==> config.mk <==
export PLATFORM = sky130hd
export DESIGN_NAME = demux_slt_after
export DESIGN_NICKNAME = d
export VERILOG_FILES = /design/src/rtl/demux_slt_after.sv
export SDC_FILE = /design/constraint.sdc
export NUM_CORES = 1
export LEC_CHECK = 0
export ABC_AREA = 1
export CAP_MARGIN = 20
export CORE_MARGIN = 4
export CORE_UTILIZATION = 25
export CTS_CLUSTER_DIAMETER = 80
export DETAILED_ROUTE_END_ITERATION = 12
export SLEW_MARGIN = 25
export SYNTH_ARGS = -nofsm -noshare
export SYNTH_HDL_FRONTEND = slang
export SYNTH_SLANG_ARGS = --single-unit
==> constraint.sdc <==
create_clock -name clock -period 2.6 [get_ports clock]
set_input_delay 0.26 -clock clock [delete_from_list [all_inputs] [get_ports clock]]
set_output_delay 0.26 -clock clock [all_outputs]
set_load 0.01 [all_outputs]
==> src/rtl/demux_slt_after.sv <==
// Registered 1-to-2 router for the SLT result path: steers one word into one
// of two single-entry holding registers, each with its own valid/ready handshake.
module demux_slt_after #(
    parameter int WIDTH = 32,
    parameter int CNTW  = 8
) (
    input  logic             clock,
    input  logic             reset_n,
    input  logic             sel,
    input  logic [WIDTH-1:0] E,
    input  logic             E_valid,
    output logic             E_ready,
    output logic [WIDTH-1:0] S0,
    output logic             S0_valid,
    input  logic             S0_ready,
    output logic [WIDTH-1:0] S1,
    output logic             S1_valid,
    input  logic             S1_ready,
    output logic [CNTW-1:0]  cnt0,
    output logic [CNTW-1:0]  cnt1
);

    typedef enum logic {
        EMPTY = 1'b0,
        FULL  = 1'b1
    } hold_state_e;

    hold_state_e      state_q [2];
    hold_state_e      state_d [2];
    logic [WIDTH-1:0] data_q  [2];
    logic [CNTW-1:0]  cnt_q   [2];

    logic [1:0] out_ready;
    logic [1:0] free;
    logic [1:0] load;

    assign out_ready = {S1_ready, S0_ready};

    always_comb begin
        // NOTE: every variable gets a default before any branch, so no path
        // can leave one unassigned and infer a latch.
        free    = '0;
        load    = '0;
        E_ready = 1'b0;
        for (int k = 0; k < 2; k++) begin
            state_d[k] = state_q[k];
        end

        // A port is free if empty, or if its consumer drains it this cycle.
        for (int k = 0; k < 2; k++) begin
            free[k] = (state_q[k] == EMPTY) || out_ready[k];
        end
        E_ready = free[sel];
        load[0] = E_valid & E_ready & ~sel;
        load[1] = E_valid & E_ready &  sel;

        for (int k = 0; k < 2; k++) begin
            case (state_q[k])
                EMPTY: if (load[k]) state_d[k] = FULL;
                FULL:  if (out_ready[k]) state_d[k] = load[k] ? FULL : EMPTY;
            endcase
        end
    end

    always_ff @(posedge clock or negedge reset_n) begin
        if (!reset_n) begin
            // NOTE: the holding registers are reset too, because the outputs
            // must read zero after reset rather than stale data.
            for (int k = 0; k < 2; k++) begin
                state_q[k] <= EMPTY;
                data_q[k]  <= '0;
                cnt_q[k]   <= '0;
            end
        end else begin
            // NOTE: non-blocking assignments here so every register samples
            // the pre-edge values regardless of statement order.
            for (int k = 0; k < 2; k++) begin
                state_q[k] <= state_d[k];
                if (load[k]) begin
                    data_q[k] <= E;
                    cnt_q[k]  <= cnt_q[k] + CNTW'(1);
                end
            end
        end
    end

    assign S0       = data_q[0];
    assign S1       = data_q[1];
    assign S0_valid = (state_q[0] == FULL);
    assign S1_valid = (state_q[1] == FULL);
    assign cnt0     = cnt_q[0];
    assign cnt1     = cnt_q[1];

endmodule

# Yosys cells after proc, flatten, opt, wreduce, memory -nomap -nowiden
# Index checks and enable logic that the tools add are counted.
[word_totals]
inputBits = 38
output_inout_bits = 83
elab_cells = 25
reg_bits = 82
[op_classes]
n_lt_le_gt_ge = 1
addsub = 2
bitwise_logic = 6
n_mux = 8
n_reduce_logical = 2
[ops]
columns = ["op", "n"]
rows = [
  ["$add A8 B1 Y8 const B", 2],
  ["$mux W1", 6],
  ["$pmux W1 S2", 2],
  ["$and A1 B1 Y1", 3],
  ["$not A1 Y1", 3],
  ["$logic_or A1 B1 Y1", 2],
  ["$lt A1 B2 Y1 const B", 1],
]

# Logic depth before layout (Yosys ltp)
# Gate-level depths: netlist (run 1).
[depth]
word_depth = 9
ltp_mapped = 8
mapped_depth_nobuf = 7

# Worst setup path after synthesis (run 1)
# Ideal clock, no wire load.
[synth_path]
kind = "register -> register"
from = "reg cnt_q (netlist bit cnt0[0])"
to = "reg cnt_q (netlist bit cnt0[6])"
setup_slack_ns = 1.409
stages_incl_launch_ff = 7
t_arrival_ns = 1.075
path_buffers = 0
t_required_ns = 2.483
setup_time_ns = 0.117
period_less_slack_ns = 1.191
path_cell_list = "dfrtp_1 ha_1 nand3_1 nor3_1 nand2_1 nand2_1 nand2_1"
[synth_between]
elab_chain_cells = 1
[synth_lines]
columns = ["item", "line", "text"]
rows = [
  ["start: declaration", "31", "logic [CNTW-1:0] cnt_q [2];"],
  ["start signal: indexed assignment", "81", "cnt_q[k] <= cnt_q[k] + CNTW'(1);"],
  ["$add A8 B1 Y8", "81", ""],
]
# Every way passes these cells.
# A chain may end at the register's enable or synchronous reset.

# Worst setup path in the final report (run 1)
[layout_path]
from = "reg state_q (netlist bit S0_valid)"
to = "out E_ready"
[layout_between]
elab_chain_cells = 4
[layout_lines]
columns = ["item", "line", "text"]
rows = [
  ["start: declaration", "28", "hold_state_e state_q [2];"],
  ["start signal: indexed assignment", "78", "state_q[k] <= state_d[k];"],
  ["$not A1 Y1", "51", "free[k] = (state_q[k] == EMPTY) || out_ready[k];"],
  ["$logic_or A1 B1 Y1", "51", ""],
  ["$mux W1 (not written as such) (2 in series)", "53", "E_ready = free[sel];"],
  ["end: declaration", "12", "output logic E_ready,"],
]
# Every way passes these cells. The select of a mux whose other input is x is not followed.

==> results.txt, run 1 <==
Yosys reg bits = 82
FF-to-FF path depth = 6
P_sw = 0.00120 W
Max Slew Vio Count = 0
gr usage total = 10.8%
crit path capture = E_ready
Pwr Density = 800 nW/um2
clk_lat worst skew = 0.33 ns
ys async rst share = 100%
via count = 2687
Max Fanout on Critical Path = 3
global-route wire length before repair = 13600 um
final setup fails = 0
Die Wd = 124 um
final period utilization = 68.2%
fill count = 1346
dpl hpwl = 5980 um
synthesized netlist cell count = 358
Hold Fails Final Rpt = 0
Int Pwr = 0.00281 W
synth top area cells = dfrtp_1 (61%), nand2_1 (12%), o21ai_1 (8.7%)
Max-Cap Viols = 0
drt wl/cell = 12.5 um
Post-synth top cells = nand2_1 (111), dfrtp_1 (82), o21ai_1 (59)
# resized after CTS = 0
unrepaired setup endpoints after global routing = false
Slew @ Worst Pin = 0.484 ns
crit path from = S0_valid$_DFF_PN0_
clock slew at reported path FFs = 0.06 ns
yosys warns = 0
CP required = 2.34 ns
NumNets Final = 518
Arr. time, crit path = 1.51 ns
leading area contributor after synthesis = dfrtp_1
CTS buffer count = 9
synth unique cells = 23
largest net degree at the start of global routing = 77
share of cells above drive strength 1 = 7.66%
initial antenna violation count = 0
status = finished clean
static leakage = 2.32 nW
RePlAce Congestion = 0.768
Clk pwr share = 29.5%
area share of the largest cell type after synthesis = 60.6%
top-count cell post-synth = nand2_1
dominant synthesized flop cell = dfrtp_1
# rows = 42
ANT cells = 0
DIE HEIGHT = 124 um
DR vias/cell = 4.08
crit start category = register
setup TNS = 0 ns
R2R Setup Slk = 1.19 ns
Max Buffers Root-to-Sink = 2
Post-synth EDFFs = 0
placed cell area = 4710 um2
final core utilization = 37.8%
Core ar. = 13200 um2
Clock Skews = 0.00701 ns
initial DRC count = 133
PortBufs = 120
max frequency = 564 MHz
r2r endpoint = cnt0[6]$_DFFE_PN0P_
Max VDD drop = 256 uV
Max-Slew Margin vs Limit = 67.7%
vias in the first global route = 2689
GRT overflow = 0
Final Power = 0.00401 W
multi-input logic area = 1020 um2
Clock Tree Root = clkbuf_16
CTS tree = built
DRC Markers = 0
io pins = 121
syn_area_per_cell = 9.45 um2
Mapped Nets = 398
combinational power share = 27.8%
Min-Delay Path Class = in2async
P&R area growth vs syn = 47.9%
sequential share of power = 42.7%
worst r2r src = S0_valid$_DFF_PN0_
full die area = 15500 um2
Sw Share = 30.0%
Final min period = 1.77 ns
H-tree depth = 3
critical path capture point type = output port
post-layout instance area = 5000 um2
Post-Syn Area = 3380 um2
starting density of the core = 25.6%
FF/Latch Area = 2050 um2
worst-case hold slack = 0.433 ns
First-pass DRT Iterations = 4
Clock Sinks = 82
sequential area share after synthesis = 60.6%
WS Path Type = reg2out
antenna viol nets, final = 0
Routed WL = 8220 um
## layout make-up
cell class / instances / area share, %
Clock buffer: 10 / 4.77
Clock inverter: 6 / 0.850
Inverter: 45 / 3.38
Multi-Input combinational cell: 215 / 20.4
Sequential cell: 82 / 41.0
Tap cell: 176 / 4.40
Timing Repair Buffer: 125 / 25.2
## registers in the layout, indices dropped and copies added (netlist names)
register / flops
S1: 32
cnt0: 8
S1_valid: 1
S0_valid: 1
cnt1: 8
S0: 32
## per-layer routing
metal,vias up,track usage [%],part of all wire [%]
met5,-,0,0
met1,1229,12.5,43
met3,15,2.96,5.2
met4,0,5.54,2.6
met2,74,18.2,49
li1,1369,-,-
## placed cells by master, fill, tap and decap left out, types with 2 or more instances in the layout
cell type and count:
ha_1 2, buf_12 2, nor2_1 10, o21ai_2 6, clkdlybuf4s50_1 119, buf_4 3, inv_1 42, clkinv_2 2
nand2_1 111, clkinvlp_4 2, clkinv_4 2, xor2_1 3, dfrtp_1 82, clkbuf_16 9, nand3b_1 2, xnor2_1 2
nand3_1 5, o21ai_1 59, nand2_2 2, nor3_1 4, inv_2 3, nand3_2 2, o21ai_0 3
## how the worst min path moves through the flow
stage,from,to,slack (ns),cells after the start
2_1_floorplan,reset_n,S0[0]$_DFFE_PN0P_,-0.04,0
3_3_place_gp,reset_n,cnt1[5]$_DFFE_PN0P_,0.25,1
3_5_place_dp,reset_n,cnt1[4]$_DFFE_PN0P_,0.26,1
4_1_cts,reset_n,cnt1[5]$_DFFE_PN0P_,0.44,2
5_1_grt,E[22],S0[22]$_DFFE_PN0P_,0.48,3
6_report,reset_n,cnt1[5]$_DFFE_PN0P_,0.43,2
## critical path: stages, from the launching register on
cell and delay [ns]:
dfrtp_1 0.40, nand2_2 0.13, nand2_1 0.06, nand2_1 0.06, clkdlybuf4s50_1 0.53
## kinds of logic after synthesis
| kind of cell | synth area share, % |
|---|---|
| AOI/OAI and AO/OA | 10.7 |
| xor gates and xnor gates | 1.77 |
| adders and majority gates | 0.739 |
| buffers and inverters | 9.28 |
| DFF | 60.6 |
| and+or+nand+nor | 16.9 |
## metrics by stage
step	setup WS [ns]	std cells
detailed placement	0.799	642
global route	0.751	659
finish	0.826	659
global placement	0.788	642
CTS	0.768	659
floorplan	1.41	358
## power by group through the flow
| stage | Combinational (W) | Sequential, W | Clock (W) |
|---|---|---|---|
| 2_1_floorplan | 0.000381 | 0.00181 | 0 |
| 3_3_place_gp | 0.00112 | 0.00173 | 0 |
| 3_5_place_dp | 0.00113 | 0.00173 | 0 |
| 4_1_cts | 0.00114 | 0.00171 | 0.00124 |
| 5_1_grt | 0.00123 | 0.00174 | 0.00128 |
| 6_report | 0.00111 | 0.00171 | 0.00118 |
## timing repair
action | 4_1_cts | 5_1_grt
hold buffers | 1 | 0
setup buffers | 0 | 0
hold endpoints to repair | 35 | 0
No activity file was read; power rests on OpenSTA's default activity.
==> inputs of run 2 (changes only) <==
==> constraint.sdc (replaced) <==
create_clock -name clock -period 1.58 [get_ports clock]
set_input_delay 0.158 -clock clock [delete_from_list [all_inputs] [get_ports clock]]
set_output_delay 0.158 -clock clock [all_outputs]
set_load 0.01 [all_outputs]
==> results.txt, run 2 (same netlist as run 1, synthesis figures left out) <==
io pins = 121
dpl hpwl = 6270 um
Hold Fails Final Rpt = 0
# rows = 42
Final Power = 0.00703 W
worst-case hold slack = 0.296 ns
static leakage = 2.39 nW
Core ar. = 13200 um2
CP Cell Sequence = clkdlybuf4s50_1
Final min period = 1.52 ns
CP max stage delay = 0.58 ns
Bufs and invs on worst path = 1
Die Wd = 124 um
met1 usage = 13.2%
Routed WL = 8410 um
WS Path Type = reg2out
clk_lat worst skew = 0.32 ns
global-route wire length before repair = 14400 um
GRT overflow = 0
H-tree depth = 3
Slew @ Worst Pin = 0.379 ns
Max-Cap Viols = 0
initial DRC count = 173
Max-Slew Margin vs Limit = 74.7%
final setup fails = 0
P&R area growth vs syn = 51.9%
Max Fanout on Critical Path = 6
most frequent cells in the layout = clkdlybuf4s50_1 (118), nand2_1 (111), dfrtp_1 (82)
via count = 2744
NumNets Final = 524
drt wl/cell = 12.7 um
final core utilization = 38.8%
met2 Usage GRT = 19.0%
gr usage total = 11.2%
critical path capture point type = output port
crit start category = register
largest net degree at the start of global routing = 62
starting density of the core = 25.6%
top cell family by delay on the critical path = buffers and inverters
PortBufs = 120
Max Buffers Root-to-Sink = 2
slowest cell on the critical path = clkdlybuf4s50_1
full die area = 15500 um2
most common cell after layout, fill and taps aside = clkdlybuf4s50_1
Clock Skews = 0.00626 ns
initial antenna violation count = 0
Clock Sinks = 82
unrepaired setup endpoints after global routing = false
RePlAce Congestion = 0.774
clock slew at reported path FFs = 0.06 ns
ANT cells = 0
Max VDD drop = 455 uV
Arr. time, crit path = 1.37 ns
CTS tree = built
share of cells above drive strength 1 = 8.38%
antenna viol nets, final = 0
setup TNS = 0 ns
vias in the first global route = 2905
grt met3 use = 2.19%
final period utilization = 96.4%
CTS buffer count = 9
DIE HEIGHT = 124 um
Clock Tree Root = clkbuf_16
Post-CTS Setup Bufs = 0
First-pass DRT Iterations = 4
Pwr Density = 1370 nW/um2
DR vias/cell = 4.13
Max Slew Vio Count = 0
fill count = 1357
CP required = 1.42 ns
Min-Delay Path Class = in2async
status = finished clean
DRC Markers = 0
gr busiest metal = met2
max frequency = 656 MHz
-- run 2: final cells by class --
type	instances	area, um2	area share (%)
clock buffers	11	233	4.53
clock inverters	5	103	2.00
inverters	45	169	3.29
multi-input cells	215	1020	19.8
flip-flops and latches	82	2050	39.9
well taps	176	220	4.28
repair buffers	131	1350	26.2
-- run 2: layer usage --
layer  vias up  part of all wire [%]
li1       1369                     -
met3        14                   3.9
met5         -                     0
met4         0                   2.9
met1      1286                    43
met2        75                    50
-- run 2: repair_timing --
item,4_1_cts,5_1_grt
endpoints found under the hold margin,26,0
hold buffers,1,0
resized for setup,1,0
setup endpoints to repair,1,0
-- run 2: worst paths after layout --
path / startpoint / end / slack, ns / depth (start not counted)
min in group clock: E[20] / S1[20]$_DFFE_PN0P_ / 0.40 / 3
max in group asynchronous: reset_n / S1[12]$_DFFE_PN0P_ / 0.74 / 3
worst max register to register: cnt1[1]$_DFFE_PN0P_ / cnt1[6]$_DFFE_PN0P_ / 0.30 / 6
worst max-delay path: cnt1[3]$_DFFE_PN0P_ / cnt1[3] / 0.06 / 1
worst min-delay path: reset_n / cnt1[6]$_DFFE_PN0P_ / 0.30 / 2
worst min register to register: S1[31]$_DFFE_PN0P_ / S1[31]$_DFFE_PN0P_ / 0.48 / 2
-- run 2: power breakdown --
| group | switching [W] | internal, W |
|---|---|---|
| Combinational | 0.000821 | 0.00104 |
| Clock | 0.000799 | 0.00154 |
| Sequential | 0.000330 | 0.00249 |
-- run 2: stage by stage --
step	worst slack [ns]	instance area (um2)	std cells
global route	0.00870	5140	665
detailed placement	0.00591	4800	648
floorplan	0.389	3380	358
global placement	0.0147	4800	648
finish	0.0566	5140	665
CTS	0.0309	5140	665
